<file path="config.mk">
export PLATFORM = sky130hd
export DESIGN_NAME = mmio_timer
export DESIGN_NICKNAME = d
export VERILOG_FILES = /design/src/rtl/mmio_timer.sv
export SDC_FILE = /design/constraint.sdc
export NUM_CORES = 1
export LEC_CHECK = 0
export BUFFER_PORTS_ARGS = -buffer_cell sky130_fd_sc_hd__clkbuf_2
export CAP_MARGIN = 30
export CORE_UTILIZATION = 55
export CTS_BUF_LIST = sky130_fd_sc_hd__clkbuf_8
export DETAILED_ROUTE_END_ITERATION = 8
export PLACE_DENSITY = 0.85
export SYNTH_ARGS = -nofsm -noshare
export SYNTH_HDL_FRONTEND = slang
export SYNTH_SLANG_ARGS = --single-unit
</file>
<file path="constraint.sdc">
create_clock -name clk -period 5.65 [get_ports clk]
set_input_delay 1.13 -clock clk [delete_from_list [all_inputs] [get_ports clk]]
set_output_delay 1.13 -clock clk [all_outputs]
set_load 0.005 [all_outputs]
</file>
<file path="src/rtl/mmio_timer.sv">
// Memory-mapped prescaled 32-bit timer with compare match, auto-reload and interrupt request.
// Optional PWM output and CTRL[3] PWM_INV are enabled by defining TIMER_PWM_EN.
module mmio_timer #(
    parameter logic [31:0] BASE_ADDR = 32'h1000_0000,
    parameter int          PRESC_W   = 16
) (
    input  logic        clk,
    input  logic        rst,
    input  logic        ce,
    input  logic        we,
    input  logic [31:0] addr,
    input  logic [3:0]  sel,
    input  logic [31:0] wData,
    output logic [31:0] rData,
    output logic        hit,
    output logic        irq
`ifdef TIMER_PWM_EN
    ,
    output logic        pwm_o
`endif
);

`ifdef TIMER_PWM_EN
    localparam int CTRL_W = 4;
`else
    localparam int CTRL_W = 3;
`endif

    logic [CTRL_W-1:0]  ctrl, ctrl_next;
    logic [PRESC_W-1:0] presc, presc_next;
    logic [PRESC_W-1:0] pcnt, pcnt_next;
    logic [31:0]        count, count_next;
    logic [31:0]        compare, compare_next;
    logic               match, match_next;
    logic               irq_next;
    logic               tick;
    logic               wr;
    logic               presc_wr;
    logic               count_wr;
    logic               match_set;
    logic               w1c;
    logic [2:0]         off;
    logic [31:0]        lane_mask;
    logic               unused_addr_bits;

    assign hit              = ce && (addr[31:5] == BASE_ADDR[31:5]);
    assign wr               = hit && we;
    assign off              = addr[4:2];
    assign unused_addr_bits = ^addr[1:0];
    assign lane_mask        = {{8{sel[3]}}, {8{sel[2]}}, {8{sel[1]}}, {8{sel[0]}}};

    assign presc_wr  = wr && (off == 3'd1);
    assign count_wr  = wr && (off == 3'd2) && (sel != 4'b0000);
    assign tick      = ctrl[0] && (pcnt == presc);
    // A CPU write to COUNT suppresses both the increment and the match check on that edge.
    assign match_set = tick && !count_wr && (count == compare);
    assign w1c       = wr && (off == 3'd4) && sel[0] && wData[0];

    // Next-state computation for all timer registers.
    always_comb begin
        ctrl_next    = ctrl;
        presc_next   = presc;
        compare_next = compare;
        count_next   = count;
        match_next   = match;
        pcnt_next    = pcnt;

        if (wr && (off == 3'd0)) begin
            ctrl_next = (ctrl & ~lane_mask[CTRL_W-1:0]) | (wData[CTRL_W-1:0] & lane_mask[CTRL_W-1:0]);
        end else begin
            ctrl_next = ctrl;
        end

        if (presc_wr) begin
            presc_next = (presc & ~lane_mask[PRESC_W-1:0]) | (wData[PRESC_W-1:0] & lane_mask[PRESC_W-1:0]);
        end else begin
            presc_next = presc;
        end

        if (wr && (off == 3'd3)) begin
            compare_next = (compare & ~lane_mask) | (wData & lane_mask);
        end else begin
            compare_next = compare;
        end

        if (count_wr) begin
            count_next = (count & ~lane_mask) | (wData & lane_mask);
        end else if (match_set) begin
            count_next = ctrl[1] ? 32'h0000_0000 : count + 32'd1;
        end else if (tick) begin
            count_next = count + 32'd1;
        end else begin
            count_next = count;
        end

        // A match on the same edge as the clear wins.
        if (match_set) begin
            match_next = 1'b1;
        end else if (w1c) begin
            match_next = 1'b0;
        end else begin
            match_next = match;
        end

        if (!ctrl[0] || presc_wr || tick) begin
            pcnt_next = {PRESC_W{1'b0}};
        end else begin
            pcnt_next = pcnt + PRESC_W'(1);
        end
    end

    assign irq_next = match_next & ctrl[2];

    // State registers with synchronous reset.
    always_ff @(posedge clk) begin
        if (rst) begin
            ctrl    <= {CTRL_W{1'b0}};
            presc   <= {PRESC_W{1'b0}};
            pcnt    <= {PRESC_W{1'b0}};
            count   <= 32'h0000_0000;
            compare <= 32'hFFFF_FFFF;
            match   <= 1'b0;
            irq     <= 1'b0;
        end else begin
            ctrl    <= ctrl_next;
            presc   <= presc_next;
            pcnt    <= pcnt_next;
            count   <= count_next;
            compare <= compare_next;
            match   <= match_next;
            irq     <= irq_next;
        end
    end

`ifdef TIMER_PWM_EN
    // PWM output: high while counting below COMPARE, optionally inverted.
    always_ff @(posedge clk) begin
        if (rst) begin
            pwm_o <= 1'b0;
        end else begin
            pwm_o <= (ctrl[0] && (count < compare)) ^ ctrl[3];
        end
    end
`endif

    // Read mux reflects pre-edge register state.
    always_comb begin
        rData = 32'h0000_0000;
        if (hit && !we) begin
            case (off)
                3'd0:    rData = 32'(ctrl);
                3'd1:    rData = 32'(presc);
                3'd2:    rData = count;
                3'd3:    rData = compare;
                3'd4:    rData = {31'h0000_0000, match};
                default: rData = 32'h0000_0000;
            endcase
        end else begin
            rData = 32'h0000_0000;
        end
    end

endmodule

</file>
# [After elaboration in Yosys (flattened, before gate mapping)]
# Index checks and enable logic that the tools add are counted.
[classes] addsub=2 eq_ne=7 n_mux=8 bitwise=15 n_reduce_logical=23
[op_table] operator="32-bit two-way mux" count=5
[op_table] operator="32-bit case mux with 5 select lines" count=1
[op_table] operator="32-bit AND" count=3
[op_table] operator="32-bit OR" count=2
[op_table] operator="32-bit by 1-bit adder with 32-bit output (second input constant)" count=1
[op_table] operator="16-bit AND" count=2
[op_table] operator="32-bit == test" count=1
[op_table] operator="32-bit inverter" count=1
[op_table] operator="27-bit by 24-bit == test with 1-bit output (second input constant)" count=1
[op_table] operator="16-bit by 1-bit adder with 16-bit output (second input constant)" count=1
[op_table] operator="16-bit == test" count=1
[op_table] operator="16-bit inverter" count=1
[op_table] operator="16-bit OR" count=1
[op_table] operator="1-bit logical AND" count=14
[op_table] operator="3-bit AND" count=2
[op_table] operator="3-bit by 2-bit == test with 1-bit output (second input constant)" count=2
[op_table] operator="4-bit nonzero test" count=1
[op_table] operator="3-bit by 1-bit == test with 1-bit output (second input constant)" count=1
[op_table] operator="3-bit == test (second input constant)" count=1
[op_table] operator="1-bit zero test" count=3
[op_table] operator="3-bit zero test" count=1
[op_table] operator="3-bit inverter" count=1
[op_table] operator="3-bit OR" count=1
[op_table] operator="3-bit nonzero test" count=1
[op_table] operator="other kinds (4)" count=6
[totals] regBits=101 inputBits=72 output_inout_bits=34 word_cells=62

# [Longest topological paths before layout]
# Gate-level depths: netlist (run 1).
[depth] word_depth=10 mapped_depth=10 ltp_nobuf=8

# [Worst setup path before layout (run 1)]
# OpenSTA, ideal clock, no wires.
[synth_path] path_kind="input to output" from="in addr[20]" to="out rData[10]" arrival_time_ns=3.058 required_ns=4.520 slack_ns=1.462 stages=8 n_path_buf=2 cell_sequence="or4_4 > or3b_4 > nor2_8 > nand3b_4 > or2_1 > clkbuf_1 > buf_2 > nor2_1"
[synth_via] elab_chain_cells=4
[synth_rtl] element="from (decl)" line="11" source="input logic [31:0] addr,"
[synth_rtl] element="27-bit by 24-bit == test with 1-bit output" line="46" source="assign hit = ce && (addr[31:5] == BASE_ADDR[31:5]);"
[synth_rtl] element="1-bit logical AND" line="46"
[synth_rtl] element="via hit" line="15" source="output logic hit,"
[synth_rtl] element="1-bit logical AND" line="149" source="if (hit && !we) begin"
[synth_rtl] element="32-bit two-way mux" line="149"
[synth_rtl] element="to (decl)" line="14" source="output logic [31:0] rData,"
# The timed path passes the listed nets, and every way through them passes these cells.

# [Final worst setup path (run 1)]
[layout_path] from="in addr[27]" to="out rData[10]"
[layout_via] elab_chain_cells=4
[layout_rtl] element="27-bit by 24-bit == test with 1-bit output" line="46"
[layout_rtl] element="1-bit logical AND" line="46"
[layout_rtl] element="1-bit logical AND" line="149"
[layout_rtl] element="32-bit two-way mux" line="149"
# Every way passes these cells.

==> impl_metrics.ini, run 1 <==
[outcome]
status = finished, final reports clean

[worst_setup_path]
path_max_fanout = 19
cp_num_buf_inv = 2
crit_type = input pin to output port
crit_path_frequent_cell = clkbuf_2
endpoint_kind = output port
critPathArrivalTime_ns = 3.68
crit_path_top_delay_cell = nor4b_1
cp-start-kind = input pin
worst_ep_required_time_ns = 4.52
critPathMaxStageDelay_ns = 0.57
critical-path-top-delay-family = simple AND/OR/NAND/NOR gates
worstPathCellList = clkbuf_2 > nor4b_1 > or3b_4 > nor2_8 > nand3b_4 > or2_1 > nor2_1 > clkbuf_2

[yosys]
syn_inst = 795
ys_ff_latch = 101
yosysUniqueCellTypes = 69
synth_area_leader_cell = dfxtp_1
dominantRegCellSynth = dfxtp_1
synth_top_area_share_pct = 31.87
synth_edf_count = 0
yosys_warnings = 0
syn_nets = 869
yosysSeqAreaShare_pct = 31.87
synth_area_leaders = dfxtp_1 32%, xor2_1 7.2%, nand2_1 6.0%, nor2_1 5.4%, mux2i_1 3.9%
syn_avg_cell_area_um2 = 7.981
async_flop_share_pct = 0
synth_area_um2 = 6345

[sta]
clock_skew_ns = 0.01519
rsz0062_at_grt = false
post-route-period-util_pct = 85.06
tightestPinTransition_ns = 0.8901
fmax_mhz = 208.1
drv_slew = 0
slew_headroom_pct = 39.90
period_minus_slack_ns = 4.806
hold_viol_final = 0
whs_ns = 0.5057
finalSetupViolations = 0
fin_setup_tns_ns = 0

[floorplan]
initial_utilization_pct = 57.52
rows = 38
dieWidth_um = 109.4
num_io_pins = 106
core_um2 = 11030
fp.dieArea_um2 = 11970
die_h_um = 109.4

[drt]
post_drt_wl_per_cell_um = 18.04
vias_per_cell = 6.213
routed_wl_um = 18070
firstDrtPassIters = 5
ant_nets = 0
drc_errors = 0
drt_iter0_drc = 576
vias = 6225

[power_and_ir_drop]
leakagePower_uw = 0.002831
p_clk_share_pct = 38.5
p_per_area_nw_per_um2 = 187.4
power.share.switching_pct = 24.91
intPower_uw = 988.3
power_switching_uw = 327.9
ir_drop_uv = 151.4
p_seq_share_pct = 54.4
power_frac_comb_pct = 7.1

[cells_and_area]
area_growth_pct = 10.67
antennaDiodeCount = 0
drive_above_1_share_pct = 18.21
nets = 931
n_fill_cell = 1006

[place]
routabilityCongestion = 1.000
io_buffers = 103
dpl.hpwl_um = 13210

[cts]
cts-root-buf = clkbuf_8
htree_num_levels = 3
cts.sinks = 101
postCtsResizedCells = 0
clk_pin_slew_ns = 0.10
cts_setup_buffers = 0
clkLatencyLatePin_ns = 0.37
tritoncts = built
cts-buffers-inserted = 9
cts_buffer_depth = 2
postCtsHoldBufs = 0

[grt]
overflow = 0
antenna_found_initial = 0
grt_pass1_wl_um = 28620
track_usage_pct = 31.03
grt_max_degree = 73
grt_pass1_vias = 5665

[flow_run]
cap_violations = 0

[hold_path]
hold_class = flop to flop
## layout by cell type (no fill, tap or decap), drive strengths merged, types with 5 or more instances in the layout
master,count
nor2,93
dfxtp,101
nand3b,29
nand2,102
nor3,9
o21bai,16
xnor2,26
nor2b,12
and3,13
a22oi,31
buf,5
clkbuf,114
nand4,17
nor4,19
nand3,32
a211oi,5
a211o,8
mux2i,25
inv,17
o21ai,32
xor2,52
and2,7
a31oi,7
a21oi,30
mux2,14
## area by class of cell
type                    instances  area, µm²  area share, %
well taps                     140      175.2          2.495
clock inverters                 5      63.81         0.9088
multi-input cells             623       4004          57.02
repair buffers                108      553.0          7.876
flip-flops and latches        101       2022          28.80
clock buffers                  11      151.4          2.156
inverters                      14      52.55         0.7484
## final timing paths
| path | startpoint | endpoint | slack, ns | cells past startpoint |
|---|---|---|---|---|
| max reg2reg | pcnt[7] | flop | 2.57 | 7 |
| max | addr[27] | rData[10] | 0.84 | 8 |
| min | flop | flop | 0.51 | 2 |
| min reg2reg | flop | flop | 0.51 | 2 |
## synth_stat cells, drive strengths merged, types with 16 or more instances
cell type and n:
xnor2 26, nor4 19, nand3 32, nor2 93, nand4 17, clkbuf 39
a22oi 31, o21bai 16, nand3b 29, o21ai 32, mux2i 25, xor2 52
nand2 102, a21oi 30, buf 18, dfxtp 101
## tightest hold or removal path, stage by stage, from the launching register on
cell and delay (ns):
dfxtp_1 0.34, nand2_1 0.06, nand3b_1 0.06
## logic make-up (layout without fill, tap and decap cells)
group,after synthesis,in the layout,share of synthesized area (%)
mux,40,40,6.784
compound gates,147,147,15.36
flops,101,101,31.87
xor+xnor,78,78,10.77
buf+inv,71,138,5.029
fa+ha+maj,2,2,0.3943
simple gates,356,356,29.80
## metrics by stage
step / power, µW / instance area (µm²) / std cells / worst slack [ns] / utilization (%)
3_5_place_dp: 823.9 / 6807 / 986 / 0.8920 / 61.71
6_report: 1316 / 7022 / 1002 / 0.8442 / 63.66
3_3_place_gp: 823.1 / 6799 / 985 / 0.9538 / 61.64
4_1_cts: 1310 / 7022 / 1002 / 0.8631 / 63.66
5_1_grt: 1348 / 7022 / 1002 / 0.7394 / 63.66
2_1_floorplan: 779.9 / 6345 / 795 / 1.462 / -
## power groups by stage
stage / sequential, µW / combinational, µW / clock (µW)
2_1_floorplan: 729 / 50.7 / 0
3_3_place_gp: 732 / 91.3 / 0
3_5_place_dp: 732 / 91.9 / 0
4_1_cts: 715 / 92.2 / 502
5_1_grt: 716 / 99.4 / 533
6_report: 716 / 93.6 / 507
## per-layer routing
metal,part of all wire (%),routed length (µm),GRT usage [%]
met5,0,0,0
met4,3.3,598,13.33
met3,9.4,1705,5.039
met2,45,8151,48.34
met1,42,7618,42.36
Note: power is estimated with default switching activity, not from simulation.
==> run 2: changes to the inputs <==
--- a/config.mk
+++ b/config.mk
@@ -9,6 +9,7 @@
 export CAP_MARGIN = 30
-export CORE_UTILIZATION = 55
+export CORE_UTILIZATION = 30
 export CTS_BUF_LIST = sky130_fd_sc_hd__clkbuf_8
 export DETAILED_ROUTE_END_ITERATION = 8
-export PLACE_DENSITY = 0.85
+export PLACE_DENSITY = 0.55
+export RECOVER_POWER = 25
 export SYNTH_ARGS = -nofsm -noshare
--- a/constraint.sdc
+++ b/constraint.sdc
@@ -3,2 +3,2 @@
 set_output_delay 1.13 -clock clk [all_outputs]
-set_load 0.005 [all_outputs]
+set_load 0.02 [all_outputs]
==> run 2 against run 1 <==
Effect of this change:
- sequential share of layout area decreased by 0.45 points
- routed wire length rose by 14%
- maximum frequency is 3.0% lower
- design area grew 1.6%
- count of clock-buffer cells in the layout decreased by 2
- die area is 82% higher
==> impl_metrics.ini, run 2 (synthesis results as in run 1) <==
[drt]
routed_wl_um = 20580
firstDrtPassIters = 5
ant_nets = 0
vias = 5937
vias_per_cell = 5.226
post_drt_wl_per_cell_um = 18.12
drc_errors = 0
drt_iter0_drc = 388

[place]
dpl.hpwl_um = 15500
routabilityCongestion = 0.8804
dp_slack_ns = 0.7469
io_buffers = 103

[power_and_ir_drop]
leakagePower_uw = 0.002819
ir_drop_uv = 96.03
p_clk_share_pct = 35.4
power_frac_comb_pct = 7.7
power_uw = 1256
p_per_area_nw_per_um2 = 176.1
power.share.switching_pct = 27.05
p_seq_share_pct = 56.9
intPower_uw = 916.5
power_switching_uw = 339.8

[grt]
antenna_found_initial = 0
overflow = 0
grt_max_degree = 37
grt_pass1_vias = 5598
grt_pass1_wl_um = 32210
track_usage_pct = 19.30

[flow_run]
cap_violations = 0

[floorplan]
die_h_um = 147.4
core_um2 = 20490
fp.dieArea_um2 = 21740
initial_utilization_pct = 30.96
dieWidth_um = 147.4
rows = 52
num_io_pins = 106

[cells_and_area]
n_fill_cell = 2238
area_growth_pct = 12.42
antennaDiodeCount = 0
nets = 935
layout_common_cells = 102 x nand2_1, 102 x clkbuf_2, 101 x dfxtp_1
drive_above_1_share_pct = 17.78
multi_input_area_um2 = 3965
seqCellArea_um2 = 2022

[cts]
tritoncts = built
htree_num_levels = 3
cts_buffer_depth = 2
cts-root-buf = clkbuf_8
cts-buffers-inserted = 9
postCtsHoldBufs = 0
cts.sinks = 101
postCtsResizedCells = 0
cts_setup_buffers = 0
clk_pin_slew_ns = 0.11
clkLatencyLatePin_ns = 0.40

[sta]
tightestPinTransition_ns = 1.078
hold_viol_final = 0
slew_headroom_pct = 27.21
drv_slew = 0
clock_skew_ns = 0.01213
fin_setup_tns_ns = 0
period_minus_slack_ns = 4.954
rsz0062_at_grt = false
timing.final.ws_setup_ns = 0.6960
finalSetupViolations = 0
fmax_mhz = 201.9
post-route-period-util_pct = 87.68

[worst_setup_path]
critical-path-top-delay-family = simple AND/OR/NAND/NOR gates
rrSetupSlack_ns = 2.60
cp-start-kind = input pin
critPathMaxStageDelay_ns = 0.57
crit_path_frequent_cell = clkbuf_2
endpoint_kind = output port
worst_ep_required_time_ns = 4.52
critPathArrivalTime_ns = 3.82
crit_path_top_delay_cell = or4_1
crit_type = input pin to output port
worstPathCellList = clkbuf_2 > or4_1 > or3b_1 > nor2_8 > nand3b_4 > or2_1 > nor2_1 > clkbuf_2
cp_num_buf_inv = 2
path_max_fanout = 19

[outcome]
status = finished, final reports clean

[hold_path]
hold_class = flop to flop
[run 2: final timing paths]
kind | startpoint | end | cells past startpoint
max reg2reg | pcnt[7] | flop | 7
min reg2reg | flop | flop | 2
min | flop | flop | 2
max | addr[21] | rData[13] | 8
[run 2: metrics by stage]
step | util (%) | std cells | area (µm²) | hold slack (ns)
2_1_floorplan | - | 795 | 6345 | 0.4498
3_3_place_gp | 34.15 | 1120 | 6999 | 0.4809
3_5_place_dp | 34.15 | 1120 | 6999 | 0.4899
4_1_cts | 35.00 | 1136 | 7173 | 0.5078
5_1_grt | 34.80 | 1136 | 7133 | 0.5258
6_report | 34.80 | 1136 | 7133 | 0.5075
[run 2: final cells by class]
type | instances | share of cell area [%]
Multi-Input combinational cell | 623 | 55.59
Sequential cell | 101 | 28.35
Timing Repair Buffer | 112 | 8.156
Tap cell | 270 | 4.736
Clock buffer | 9 | 1.737
Inverter | 14 | 0.7367
Clock inverter | 7 | 0.7016
[run 2: worst min-delay path, cell delays in order, from the launching register on]
cell and delay (ns):
dfxtp_1 0.35, nand2_1 0.06, nand3b_1 0.06
[run 2: power groups by stage]
| stage | combinational [µW] | clock, µW | sequential, µW |
|---|---|---|---|
| 5_1_grt | 104 | 489 | 716 |
| 4_1_cts | 98.2 | 464 | 715 |
| 3_3_place_gp | 98.0 | 0 | 732 |
| 2_1_floorplan | 50.7 | 0 | 729 |
| 3_5_place_dp | 97.7 | 0 | 732 |
| 6_report | 96.6 | 444 | 715 |
[run 2: per-layer routing]
layer  vias to the layer above  GRT usage, %  routed length (µm)
li1                       2919             -                   -
met1                      2817         26.63                9783
met2                       176         30.07                9267
met3                        25         3.827                1114
met4                         0         6.186                 418
met5                         -             0                   0
==> run 3: changes to the inputs <==
CORE_UTILIZATION = 50   (was 30)
PLACE_DENSITY = 0.79   (was 0.55)
clock period = 5.55 ns   (was 5.65 ns; I/O delays follow)
==> run 3 against run 2 <==
Effect of this change:
- design area decreased by 1.8%
- sequential share of layout area increased by 0.52 points
- routed wire length decreased by 13%
- cell count decreased by 9.3%
- flip-flop and latch count unchanged
- critical endpoint is now rData[26]
- largest power group unchanged
==> impl_metrics.ini, run 3 (synthesis results as in run 1) <==
[outcome]
status = finished, final reports clean

[place]
routabilityCongestion = 0.9252
dpl.hpwl_um = 13180
io_buffers = 103

[cells_and_area]
nets = 932
layout_common_cells = 102 x nand2_1, 101 x dfxtp_1, 101 x clkbuf_2
layout_commonest_cell = nand2_1
seqCellArea_um2 = 2022
antennaDiodeCount = 0
area_growth_pct = 10.39
n_fill_cell = 1190
multi_input_area_um2 = 3944
drive_above_1_share_pct = 16.94

[worst_setup_path]
path_max_fanout = 24
endpoint_kind = output port
crit_type = input pin to output port
cp-start-kind = input pin
r2r_cells = 7
worst_ep_required_time_ns = 4.44
critPathArrivalTime_ns = 3.91

[sta]
clock_skew_ns = 0.009653
rsz0062_at_grt = false
slew_headroom_pct = 5.006
finalSetupViolations = 0
post-route-period-util_pct = 90.42
hold_viol_final = 0
fmax_mhz = 199.3
tightestPinTransition_ns = 1.425
period_minus_slack_ns = 5.018
drv_slew = 0
fin_setup_tns_ns = 0

[drt]
drt_iter0_drc = 473
drc_errors = 0
vias_per_cell = 5.895
post_drt_wl_per_cell_um = 17.44
routed_wl_um = 17970
vias = 6072
ant_nets = 0
firstDrtPassIters = 5

[flow_run]
cap_violations = 0

[grt]
grt_pass1_wl_um = 28740
overflow = 0
grt_pass1_vias = 5540
track_usage_pct = 28.24
grt_max_degree = 40
antenna_found_initial = 0

[power_and_ir_drop]
power_switching_uw = 329.6
p_seq_share_pct = 53.4
power_uw = 1363
intPower_uw = 1034
power_frac_comb_pct = 6.9
ir_drop_uv = 112.4
p_clk_share_pct = 39.7
leakagePower_uw = 0.002821
power.share.switching_pct = 24.18
p_per_area_nw_per_um2 = 194.7

[cts]
cts-buffers-inserted = 9
cts.sinks = 101
htree_num_levels = 3
cts-root-buf = clkbuf_8
clk_pin_slew_ns = 0.10
tritoncts = built
postCtsHoldBufs = 0
postCtsResizedCells = 0
cts_setup_buffers = 0
clkLatencyLatePin_ns = 0.38
cts_buffer_depth = 2

[hold_path]
hold_path_depth = 2
hold_class = flop to flop

[floorplan]
rows = 40
die_h_um = 114.7
num_io_pins = 106
core_um2 = 12210
initial_utilization_pct = 51.96
fp.dieArea_um2 = 13140
dieWidth_um = 114.7
==> run 3: cell count changes in the layout (fill, tap and decap cells not counted), moves of 2 or more <==
cell,previous run,this run
clkbuf_1,1,3
bufinv_16,0,2
buf_4,9,5
inv_6,2,0
==> run 3: through the flow <==
stage               util, %  std cells  hold WS, ns  area, µm²  setup slack [ns]
floorplan                 -        795       0.4498       6345             1.171
global placement      56.09       1015       0.4721       6849            0.8749
detailed placement    56.09       1015       0.4788       6849            0.8004
CTS                   57.90       1030       0.4956       7071            0.7983
global route          57.36       1030       0.5261       7004            0.3490
finish                57.36       1030       0.5020       7004            0.5316
==> run 3: power groups by stage <==
stage,Combinational (µW),Clock [µW],Sequential (µW)
2_1_floorplan,51.6,0,742
3_3_place_gp,95.2,0,745
3_5_place_dp,95.2,0,745
4_1_cts,95.3,537,729
5_1_grt,100,572,729
6_report,93.7,541,729
==> run 3: final cells by class <==
class	instances	share of cell area, %
multi-input cells	623	56.31
repair buffers	109	7.914
flip-flops and latches	101	28.87
clock inverters	5	1.197
well taps	168	3.001
inverters	14	0.7503
clock buffers	10	1.965
==> run 3: critical path, stage by stage <==
cell and delay, ns:
clkbuf_1 1.01, nor2b_1 0.32, nor2b_1 0.15, clkbuf_1 0.72, a22oi_1 0.20, nor2_1 0.18, clkbuf_2 0.19
==> run 3: worst paths after layout <==
path            from        end  slack [ns]
min             flop       flop        0.50
min reg2reg     flop       flop        0.50
max reg2reg  pcnt[7]       flop        2.42
max          addr[3]  rData[26]        0.53
==> run 3: routing by layer <==
layer  GRT usage (%)  up-vias  wire, µm
li1                -     2919         -
met1           38.47     2863      8014
met2           45.98      261      8313
met3           4.764       29      1332
met4           7.792        0       306
met5               0        -         0
